$ cat src/rtl/irq_ctrl.sv
// Interrupt request controller: synchronizes and latches peripheral interrupt lines
// per channel (level or rising-edge), gates them with an enable and drives the CPU irq inputs.
module irq_ctrl #(
    parameter int IRQ_CH  = 8,
    parameter int SYNC_ST = 2
) (
    input  logic              clk,
    input  logic              reset,
    input  logic [IRQ_CH-1:0] src_i,
    input  logic              req_i,
    input  logic              we_i,
    input  logic [1:0]        addr_i,
    input  logic [31:0]       wr_data_i,
    output logic [31:0]       rd_data_o,
    output logic              ack_o,
    output logic [IRQ_CH-1:0] irq_o,
    output logic              irq_any_o
);

    typedef enum logic [1:0] {
        REG_PENDING = 2'd0,
        REG_ENABLE  = 2'd1,
        REG_MODE    = 2'd2,
        REG_RAW     = 2'd3
    } reg_addr_e;

    logic [SYNC_ST-1:0][IRQ_CH-1:0] sync_q;
    logic [IRQ_CH-1:0] prev_q;
    logic [IRQ_CH-1:0] pending_q, pending_d;
    logic [IRQ_CH-1:0] enable_q,  enable_d;
    logic [IRQ_CH-1:0] mode_q,    mode_d;
    logic [IRQ_CH-1:0] irq_q,     irq_d;
    logic              irq_any_q, irq_any_d;
    logic              ack_q;
    logic [31:0]       rd_data_q, rd_data_d;

    logic [IRQ_CH-1:0] s;
    logic [IRQ_CH-1:0] clr;
    logic              wr_en;
    logic              rd_en;
    reg_addr_e         reg_sel;

    assign s       = sync_q[SYNC_ST-1];
    assign wr_en   = req_i & we_i;
    assign rd_en   = req_i & ~we_i;
    assign reg_sel = reg_addr_e'(addr_i);

    // Write-data bits above the channel count have no register behind them.
    generate
        if (IRQ_CH < 32) begin : g_unused_wr
            logic unused_wr_hi;
            assign unused_wr_hi = ^wr_data_i[31:IRQ_CH];
        end
    endgenerate

    // NOTE: every combinational output gets a default first, so no path leaves it unassigned (no latch).
    always_comb begin
        clr       = '0;
        enable_d  = enable_q;
        mode_d    = mode_q;
        rd_data_d = '0;

        if (wr_en) begin
            case (reg_sel)
                REG_PENDING: clr      = wr_data_i[IRQ_CH-1:0];
                REG_ENABLE:  enable_d = wr_data_i[IRQ_CH-1:0];
                REG_MODE:    mode_d   = wr_data_i[IRQ_CH-1:0];
                default:     ;
            endcase
        end

        if (rd_en) begin
            case (reg_sel)
                REG_PENDING: rd_data_d[IRQ_CH-1:0] = pending_q;
                REG_ENABLE:  rd_data_d[IRQ_CH-1:0] = enable_q;
                REG_MODE:    rd_data_d[IRQ_CH-1:0] = mode_q;
                default:     rd_data_d[IRQ_CH-1:0] = s;
            endcase
        end

        // Edge channels: a fresh rising edge overrides a same-cycle clear.
        pending_d = (mode_q & ((s & ~prev_q) | (pending_q & ~clr))) | (~mode_q & s);

        irq_d     = pending_q & enable_q;
        irq_any_d = |(pending_q & enable_q);
    end

    // NOTE: state registers use non-blocking assignments so all flops update together at the edge.
    always_ff @(posedge clk or posedge reset) begin
        if (reset) begin
            sync_q    <= '0;
            prev_q    <= '0;
            pending_q <= '0;
            enable_q  <= '0;
            mode_q    <= '0;
            irq_q     <= '0;
            irq_any_q <= 1'b0;
            ack_q     <= 1'b0;
            rd_data_q <= '0;
        end else begin
            sync_q    <= {sync_q[SYNC_ST-2:0], src_i};
            prev_q    <= s;
            pending_q <= pending_d;
            enable_q  <= enable_d;
            mode_q    <= mode_d;
            irq_q     <= irq_d;
            irq_any_q <= irq_any_d;
            ack_q     <= req_i;
            rd_data_q <= rd_data_d;
        end
    end

    assign rd_data_o = rd_data_q;
    assign ack_o     = ack_q;
    assign irq_o     = irq_q;
    assign irq_any_o = irq_any_q;

endmodule

$ cat config.mk
export PLATFORM = sky130hd
export DESIGN_NAME = irq_ctrl
export DESIGN_NICKNAME = d
export VERILOG_FILES = /design/src/rtl/irq_ctrl.sv
export SDC_FILE = /design/constraint.sdc
export NUM_CORES = 1
export LEC_CHECK = 0
export CAP_MARGIN = 25
export CELL_PAD_IN_SITES_DETAIL_PLACEMENT = 1
export CELL_PAD_IN_SITES_GLOBAL_PLACEMENT = 1
export CORE_ASPECT_RATIO = 1.5
export CORE_MARGIN = 4
export CORE_UTILIZATION = 35
export CTS_CLUSTER_DIAMETER = 100
export DETAILED_ROUTE_END_ITERATION = 10
export PLACE_DENSITY_LB_ADDON = 0.1
export REMOVE_ABC_BUFFERS = 1
export SYNTH_ARGS = -nofsm -noshare
export SYNTH_HDL_FRONTEND = slang
export SYNTH_SLANG_ARGS = --single-unit
$ cat constraint.sdc
create_clock -name clk -period 2.4 [get_ports clk]
set_clock_uncertainty 0.15 [all_clocks]
set_input_delay 0.24 -clock clk [delete_from_list [all_inputs] [get_ports clk]]
set_output_delay 0.24 -clock clk [all_outputs]
set_load 0.01 [all_outputs]
======== Word level (Yosys, flattened, before mapping) ========
Cells that the tools add are included.
cells by class
  equality and inequality tests ........... 2
  mux-type cells .......................... 4
  bitwise gates (word level) .............. 13
  reduce and logical (&&, ||, !) cells .... 4
operators with widths
  operator                                                         count
  8-bit bitwise AND                                                5
  8-bit 2-to-1 mux                                                 3
  8-bit inverter                                                   3
  8-bit one-hot mux with 3 select lines                            1
  8-bit OR                                                         2
  8-bit OR reduction                                               1
  2-bit AND reduction                                              2
  1-bit bitwise AND                                                2
  2-bit by 1-bit == test with 1-bit output, second input constant  1
  2-bit == test, second input constant                             1
  2-bit logical NOT                                                1
  1-bit inverter                                                   1
storage, ports and cells
  bits in registers ....................... 66
  output and inout bits ................... 42
  word-level logic and storage cells ...... 33

======== Depth between registers and ports, before layout ========
Gate-level depths: netlist of the first run.
  depth in word-level cells ............... 8
  depth in mapped cells ................... 5
  gate-level depth less buffers ........... 3

======== Worst setup path after synthesis of the first run ========
No wires, ideal clock.
  kind .................................... reg2reg
  start ................................... reg pending_q[2]
  end ..................................... reg irq_any_q (netlist: irq_any_o)
  library setup time ...................... 139 ps
  arrival time ............................ 1458 ps
  required time ........................... 2111 ps
  slack ................................... 653 ps
  cell stages (with the launch flop) ...... 4
  path buffers ............................ 0
  period minus slack after synthesis ...... 1747 ps
  path through ............................ dfrtp_1 -> and2_4 -> or4_1 -> or4_1
between the ends
  cells in the longest elaborated chain, start to end .. 2
ends and longest elaborated chain
  what                    line  RTL
  start, declared         29    logic [IRQ_CH-1:0] pending_q, pending_d;
  start signal, assigned  103   pending_q <= pending_d;
  8-bit bitwise AND       --
  named net irq_d[2]      32    logic [IRQ_CH-1:0] irq_q, irq_d;
  8-bit OR reduction      85    irq_any_d = |(pending_q & enable_q);
  named net irq_any_d     33    logic irq_any_q, irq_any_d;
  end signal, assigned    107   irq_any_q <= irq_any_d;
  end, declared           33
The timed path passes the listed nets, and every way through them passes these cells.
A chain may end at the register's enable or synchronous reset.

======== Worst setup path after layout of the first run ========
Same ends and word-level chain as after synthesis.

==> flow_summary.ini, run 1 <==
[yosys]
synth_adder_area_share = 0
netlist_area_um2 = 2500
synthDistinctLibCells = 19
synth_compound_area_frac = 0.0519
muxShareOfSynthArea = 0.136
synthSimpleGateAreaFrac = 0.0709
postSynthCellCount = 176
synth_xor_area_frac = 0
avgSynthCellArea_um2 = 14.2
yosys_warnings = 0
synth_top_area_share = 0.659
ys_seq_area_frac = 0.659
ys_ff_latch = 66
yosys-top-cells-area = dfrtp_1 (66%), buf_4 (7.2%), mux2_2 (7.2%)
synth_top_family_by_area = multiplexers
synth_top_cell_by_area = dfrtp_1

[floorplanning]
core_area_um2 = 6900
ios = 88
rows = 37
dieWidth_um = 77.1
die_area_um2 = 8600
start_util = 0.363
die_h_um = 112

[timing]
layout_setup_ws_ns = 0.541
tightestPinTransition_ns = 0.633
finalCritPeriodShare = 0.775
hold_violations = 0
finalMaxSlewViolations = 0
fmax_ghz = 0.538
setup-tns-final_ns = 0
relSlewSlack = 0.576
setup_viol = 0
rsz0062_at_grt = no
final_period_minus_worst_setup_slack_ns = 1.86

[clock_network]
cts_resized = 0
clk_pin_slew_ns = 0.07
clk_latency_ns = 0.33
htreeDepth = 3
clkSinkCount = 66
cts-root-buf = clkbuf_8
cts_buffers = 9
cts_hold_buf = 0
ctsLongestPathBuffers = 2
cts_tree = built
post_cts_buffers = 0

[global_route]
grt_max_degree = 67
grt_pass1_vias = 1695
grtUsageTotal = 0.139
grt_first_pass_wirelength_um = 9000
grt-ovfl-total = 0
antenna_found_initial = 0

[power]
peakVddDrop_mv = 0.372
p_leak_nw = 1.39
p_per_area_nw_per_um2 = 834

[routing]
route.detailed.drc = 0
avgViaCountPerCell = 4.82
firstDrtPassIters = 3
routed_wl_um = 5570
drtIter0Drc = 43
ant_nets = 0
vias = 1480
routedWlPerCell_um = 18.1

[cells_and_area]
nFillCells = 701
diodes = 0
fin_nets = 271
finalNonFillerCells = 307
final_cell_mix = dfrtp_1 (66), clkdlybuf4s50_1 (39), conb_1 (24)
syn_to_final_growth_pct = 23.6
layout-drive-gt1-share = 0.162
final_common_cell = dfrtp_1

[placement]
dp_hpwl_um = 3960
place_worst_setup_slack_ns = 0.220
port_buffers = 39
globalplace.congestion = 0.685
dp_cells = 292

[min_path]
min_path_type = in2async

[worst_setup_path]
critPathLaunchType = flop
arrival_ns = 1.90
required_ns = 2.44
worst-path-max-fanout = 3
cp-end-kind = flop
critPathKind = reg2reg

[job]
cap_violations = 0

[run_status]
status = completed
[per-stage QoR]
stage | hold slack (ns) | utilization | area [um2] | total power [mW]
floorplan | 0.121 | - | 2390 | 1.58
global route | 0.176 | 0.449 | 3100 | 2.72
global placement | 0.184 | 0.424 | 2920 | 1.77
finish | 0.150 | 0.449 | 3100 | 2.58
CTS | 0.177 | 0.449 | 3100 | 2.63
detailed placement | 0.190 | 0.424 | 2920 | 1.80
[cell usage after synthesis]
master / number
inv_1: 1
mux2_2: 16
a32o_1: 8
o22ai_1: 8
dfrtp_1: 66
nand4b_1: 2
nand2_1: 16
clkbuf_1: 2
or2_2: 1
nor4bb_1: 1
or3b_2: 1
nand3b_1: 1
buf_2: 2
mux2i_1: 16
buf_4: 24
or4_1: 2
and2_4: 1
conb_1: 1
and2_1: 7
[per-layer routing]
layer	wire (um)	vias to the layer above	GRT usage
li1	-	667	-
met1	2150	763	0.149
met2	3040	38	0.242
met3	242	12	0.0469
met4	143	0	0.0724
met5	0	-	0
[worst paths after layout]
kind | startpoint | to | slack, ns | cells past startpoint
worst max-delay path | pending_q[2]$_DFF_PP0_ | irq_any_o$_DFF_PP0_ | 0.54 | 3
worst min-delay path | reset | pending_q[2]$_DFF_PP0_ | 0.15 | 3
worst max register to register | pending_q[2]$_DFF_PP0_ | irq_any_o$_DFF_PP0_ | 0.54 | 3
worst min register to register | sync_q[5]$_DFF_PP0_ | s[5]$_DFF_PP0_ | 0.19 | 0
max in group asynchronous | reset | pending_q[6]$_DFF_PP0_ | 1.64 | 3
min in group clk | sync_q[5]$_DFF_PP0_ | s[5]$_DFF_PP0_ | 0.19 | 0
[critical path, stage by stage (launching register included)]
cell	delay [ns]
dfrtp_1	0.40
and2_4	0.17
or4_1	0.53
or4_1	0.47
[kinds of logic after synthesis]
| logic type | count (synthesis) |
|---|---|
| compound gates | 16 |
| mux | 32 |
| simple gates | 32 |
| other cells | 1 |
| flops | 66 |
| buf+inv | 29 |
[sequential cells by signal (all words and copies together) (netlist names)]
signal / cells
enable_q: 8
sync_q: 8
s: 8
ack_o: 1
irq_o: 8
mode_q: 8
prev_q: 8
pending_q: 8
irq_any_o: 1
rd_data_o: 8
[power breakdown]
group	internal (mW)	leakage (nW)	switching, mW	total, mW
registers	1.26	0.797	0.0970	1.36
clock network	0.425	0.0855	0.381	0.806
logic	0.235	0.509	0.181	0.416
[final cells by class]
class | instances | area (um2) | area share
Tap cell | 78 | 97.6 | 0.0315
Multi-Input combinational cell | 104 | 738 | 0.238
Inverter | 1 | 3.75 | 0.00121
Sequential cell | 66 | 1650 | 0.534
Clock inverter | 2 | 12.5 | 0.00404
Timing Repair Buffer | 43 | 433 | 0.140
Clock buffer | 13 | 159 | 0.0513
(Power assumes the default switching activity.)
==> inputs of run 2 (changes only) <==
--- a/config.mk
+++ b/config.mk
@@ -10,7 +10,7 @@
 export CELL_PAD_IN_SITES_GLOBAL_PLACEMENT = 1
 export CORE_ASPECT_RATIO = 1.5
 export CORE_MARGIN = 4
-export CORE_UTILIZATION = 35
+export CORE_UTILIZATION = 32
 export CTS_CLUSTER_DIAMETER = 100
 export DETAILED_ROUTE_END_ITERATION = 10
 export PLACE_DENSITY_LB_ADDON = 0.1
==> constraint.sdc (replaced) <==
create_clock -name clk -period 1.7 [get_ports clk]
set_clock_uncertainty 0.15 [all_clocks]
set_input_delay 0.17 -clock clk [delete_from_list [all_inputs] [get_ports clk]]
set_output_delay 0.17 -clock clk [all_outputs]
set_load 0.01 [all_outputs]
==> run 2 against run 1 <==
The flow now finishes with violations (setup timing). Combinational power up 74%. Sequential share of layout area down 5.3 points. Clock power up 110%. Sequential power up 40%. Clock-buffer cell count unchanged. Design area up 11%. Largest cell class unchanged. Highest routed layer unchanged.
==> flow_summary.ini, run 2 (same netlist as run 1, synthesis figures left out) <==
[clock_network]
cts_tree = built
htreeDepth = 3
clk_latency_ns = 0.32
clk_pin_slew_ns = 0.05
cts-root-buf = clkbuf_16
cts_buffers = 9
clkSinkCount = 66
ctsLongestPathBuffers = 2
cts_hold_buf = 0

[floorplanning]
rows = 39
ios = 88
start_util = 0.329
die_h_um = 116
dieWidth_um = 80.2
die_area_um2 = 9340
core_area_um2 = 7610

[worst_setup_path]
crit_chain = and2_4 > or4_4 > or4_1
worst-path-max-fanout = 2
arrival_ns = 1.78
critPathKind = reg2reg
cp-end-kind = flop
slowest_stage = or4_4
ff2ff_path_depth = 3
critPathLaunchType = flop
required_ns = 1.74
cpPeakStageDelay_ns = 0.52

[global_route]
grt_pass1_vias = 1734
grt-ovfl-total = 0
grtUsageTotal = 0.127
antenna_found_initial = 0
grt_first_pass_wirelength_um = 8660
grt_max_degree = 67

[power]
p_per_area_nw_per_um2 = 1270
p_leak_nw = 1.57
p_sw_mw = 1.00
p_comb_frac = 0.166
peakVddDrop_mv = 0.626
p_int_mw = 3.36
power.share.sequential = 0.438
p_clk_frac = 0.396
p_sw_frac = 0.230

[run_status]
status = finished, violations left
violations = setup timing

[routing]
vias = 1549
avgViaCountPerCell = 4.38
routedWlPerCell_um = 15.3
firstDrtPassIters = 4
route.detailed.drc = 0
routed_wl_um = 5410
ant_nets = 0
drtIter0Drc = 76

[placement]
dpl_cell_area_um2 = 3100
port_buffers = 39
place_worst_setup_slack_ns = -0.140
globalplace.congestion = 0.751
dp_hpwl_um = 3970

[timing]
hold_violations = 0
finalMaxSlewViolations = 0
fmax_ghz = 0.576
finalCritPeriodShare = 1.02
rsz0062_at_grt = yes
layout_setup_ws_ns = -0.0374
setup_viol = 1
final_period_minus_worst_setup_slack_ns = 1.74

[cells_and_area]
diodes = 0
stdcell_area_um2 = 3440
fin_nets = 294
syn_to_final_growth_pct = 37.2
layout-drive-gt1-share = 0.254
nFillCells = 819
final_cell_mix = dfrtp_1 (66), clkdlybuf4s50_1 (39), buf_4 (25), conb_1 (24)
final_common_cell = dfrtp_1

[min_path]
min_path_type = in2async

[job]
cap_violations = 0
## run 2: cell count changes in the layout (fill, tap and decap cells not counted), sizes merged
cell,delta
clkinv,+1
buf,+23
clkinvlp,-1
## run 2: per-stage QoR
step	utilization	setup TNS [ns]	power (mW)	hold WS, ns	std cells
finish	0.451	-0.0374	4.36	0.0851	354
global route	0.451	-0.0823	4.59	0.102	354
CTS	0.451	-0.0337	4.44	0.0997	354
detailed placement	0.407	-1.65	2.62	0.186	334
global placement	0.407	-1.05	2.58	0.182	334
floorplan	-	-18.18	2.23	0.0514	171
## run 2: area by class of cell
cell class	count	area, um2	share of cell area
Sequential cell	66	1650	0.481
Tap cell	102	128	0.0371
Clock buffer	13	280	0.0816
Timing Repair Buffer	66	618	0.180
Clock inverter	2	10.0	0.00291
Multi-Input combinational cell	104	744	0.217
Inverter	1	3.75	0.00109
## run 2: worst max-delay path, delay by kind of cell (launching register included)
family        cells  cell delay [ns]
flops             1             0.38
simple gates      3             1.08
## run 2: worst paths after layout
| check | end | startpoint | slack (ns) |
|---|---|---|---|
| hold / removal | pending_q[0]$_DFF_PP0_ | reset | 0.09 |
| setup / recovery | irq_any_o$_DFF_PP0_ | enable_q[3]$_DFFE_PP0P_ | -0.04 |
| max in group asynchronous | sync_q[3]$_DFF_PP0_ | reset | 1.03 |
| hold reg to reg | s[7]$_DFF_PP0_ | sync_q[7]$_DFF_PP0_ | 0.19 |
| min in group clk | sync_q[1]$_DFF_PP0_ | src_i[1] | 0.14 |
| setup reg to reg | irq_any_o$_DFF_PP0_ | enable_q[3]$_DFFE_PP0P_ | -0.04 |
## run 2: routing by layer
metal  track usage  vias to the layer above  part of all wire  routed length (um)
met5             0                        -                 0                   0
met2         0.228                       39              0.57                3090
met1         0.129                      785              0.36                1940
met3        0.0417                       10             0.047                 253
li1              -                      715                 -                   -
met4        0.0676                        0             0.023                 126
## run 2: power by group through the flow
stage          Clock (mW)  Combinational (mW)  Sequential (mW)
3_3_place_gp            0               0.662             1.92
3_5_place_dp            0               0.685             1.94
5_1_grt              1.86               0.792             1.94
4_1_cts              1.79               0.741             1.91
2_1_floorplan           0               0.286             1.94
6_report             1.73               0.724             1.91
## run 2: timing repair
action	CTS	global route
pin swaps	4	0
gates resized for setup	2	0
setup buffers	5	0
setup endpoints to repair	1	1
==> inputs of run 3 (changes only) <==
--- a/config.mk
+++ b/config.mk
@@ -15,6 +15,7 @@
 export DETAILED_ROUTE_END_ITERATION = 10
 export PLACE_DENSITY_LB_ADDON = 0.1
 export REMOVE_ABC_BUFFERS = 1
+export SETUP_SLACK_MARGIN = 0.4
 export SYNTH_ARGS = -nofsm -noshare
 export SYNTH_HDL_FRONTEND = slang
 export SYNTH_SLANG_ARGS = --single-unit
==> run 3 against run 2 <==
The flow still finishes with violations (setup timing). Hold slack improved by 0.00072 ns. Via count is 0.58% higher. First-iteration DRC count rose by 3.9%. Wire length is 0.39% higher. Largest cell class unchanged.
==> flow_summary.ini, run 3 (same netlist as run 1, synthesis figures left out) <==
[floorplanning]
ios = 88
start_util = 0.329
die_area_um2 = 9340
rows = 39
dieWidth_um = 80.2
core_area_um2 = 7610
die_h_um = 116

[worst_setup_path]
reg2reg_from = enable_q[3]$_DFFE_PP0P_
critPathLaunchType = flop
cpPeakStageDelay_ns = 0.52
r2r_setup_slack_ns = -0.04
ff2ff_path_depth = 3
reg2reg_to = irq_any_o$_DFF_PP0_
arrival_ns = 1.78
worst-path-max-fanout = 2
critPathKind = reg2reg
crit_chain = and2_4 > or4_4 > or4_1
slowest_stage = or4_4
required_ns = 1.74
cp-end-kind = flop

[cells_and_area]
final_cell_mix = dfrtp_1 (66), buf_4 (25), conb_1 (24), clkdlybuf4s50_1 (17)
layout-drive-gt1-share = 0.262
diodes = 0
utilization = 0.450
stdcell_area_um2 = 3420
syn_to_final_growth_pct = 36.7
fin_nets = 294
final_common_cell = dfrtp_1

[timing]
finalCritPeriodShare = 1.02
fin_hold_ws_ns = 0.0858
rsz0062_at_grt = yes
finalMaxSlewViolations = 0
hold_violations = 0
final_period_minus_worst_setup_slack_ns = 1.74
fmax_ghz = 0.576
setup_viol = 1
layout_setup_ws_ns = -0.0373

[placement]
dpl_cell_area_um2 = 3100
port_buffers = 39
globalplace.congestion = 0.751
dp_hpwl_um = 3970
place_worst_setup_slack_ns = -0.140

[global_route]
grtUsageTotal = 0.128
grt_max_degree = 67
antenna_found_initial = 0
grt_first_pass_wirelength_um = 8680
grt_pass1_vias = 1724
grt-ovfl-total = 0

[routing]
routed_wl_um = 5430
vias = 1558
routedWlPerCell_um = 15.3
route.detailed.drc = 0
drtIter0Drc = 79
firstDrtPassIters = 3
ant_nets = 0
avgViaCountPerCell = 4.40

[clock_network]
clk_pin_slew_ns = 0.05
cts_buffers = 9
htreeDepth = 3
ctsLongestPathBuffers = 2
clk_latency_ns = 0.32
cts-root-buf = clkbuf_16
cts_hold_buf = 0
cts_tree = built
clkSinkCount = 66

[run_status]
violations = setup timing
status = finished, violations left

[power]
peakVddDrop_mv = 0.624
p_sw_frac = 0.232
p_leak_nw = 1.61
p_comb_frac = 0.159
power_mw = 4.32
p_int_mw = 3.32
p_clk_frac = 0.400
p_per_area_nw_per_um2 = 1260
power.share.sequential = 0.441
p_sw_mw = 1.00

[job]
cap_violations = 0

[min_path]
min_path_type = in2async
==> run 3: per-stage QoR <==
stage	std cells	TNS, ns
3_5_place_dp	334	-1.65
5_1_grt	354	-0.0823
4_1_cts	354	-0.0337
2_1_floorplan	171	-18.18
3_3_place_gp	334	-1.05
6_report	354	-0.0373
==> run 3: worst max path at each step <==
stage	startpoint	endpoint
final	enable_q[3]$_DFFE_PP0P_	irq_any_o$_DFF_PP0_
after global routing	enable_q[3]$_DFFE_PP0P_	irq_any_o$_DFF_PP0_
after CTS	enable_q[3]$_DFFE_PP0P_	irq_any_o$_DFF_PP0_
after detailed placement	addr_i[1]	pending_q[0]$_DFF_PP0_
after global placement	pending_q[2]$_DFF_PP0_	irq_any_o$_DFF_PP0_
after floorplan	reset	ack_o$_DFF_PP0_
==> run 3: repair_timing <==
action / CTS / global route
endpoints found under the setup margin: 51 / 14
setup buffers: 5 / 0
gates resized for setup: 27 / 11
pin swaps: 5 / 0
==> run 3: power groups by stage <==
stage	clock network, mW	logic (mW)	registers (mW)
after detailed placement	0	0.685	1.94
after CTS	1.79	0.696	1.91
after floorplan	0	0.286	1.94
final	1.73	0.685	1.91
after global routing	1.86	0.753	1.94
after global placement	0	0.662	1.92
==> run 3: layout make-up <==
| cell class | instances | area [um2] |
|---|---|---|
| flip-flops and latches | 66 | 1650 |
| inverters | 1 | 3.75 |
| fillers | 816 | 4190 |
| clock buffers | 13 | 280 |
| well taps | 102 | 128 |
| clock inverters | 2 | 10.0 |
| multi-input cells | 104 | 751 |
| repair buffers | 66 | 601 |
==> run 3: routing by layer <==
metal  share of wire  vias up  track usage  wire length, um
met3           0.046        9       0.0417              248
met4           0.024        0       0.0676              131
met2            0.57       36        0.227             3080
met1            0.36      798        0.131             1980
met5               0        -            0                0
li1                -      715            -                -
==> run 3: worst max-delay path, delay by kind of cell, from the launching register on <==
kind | cells | cell delay [ns]
DFF | 1 | 0.38
and+or+nand+nor | 3 | 1.09
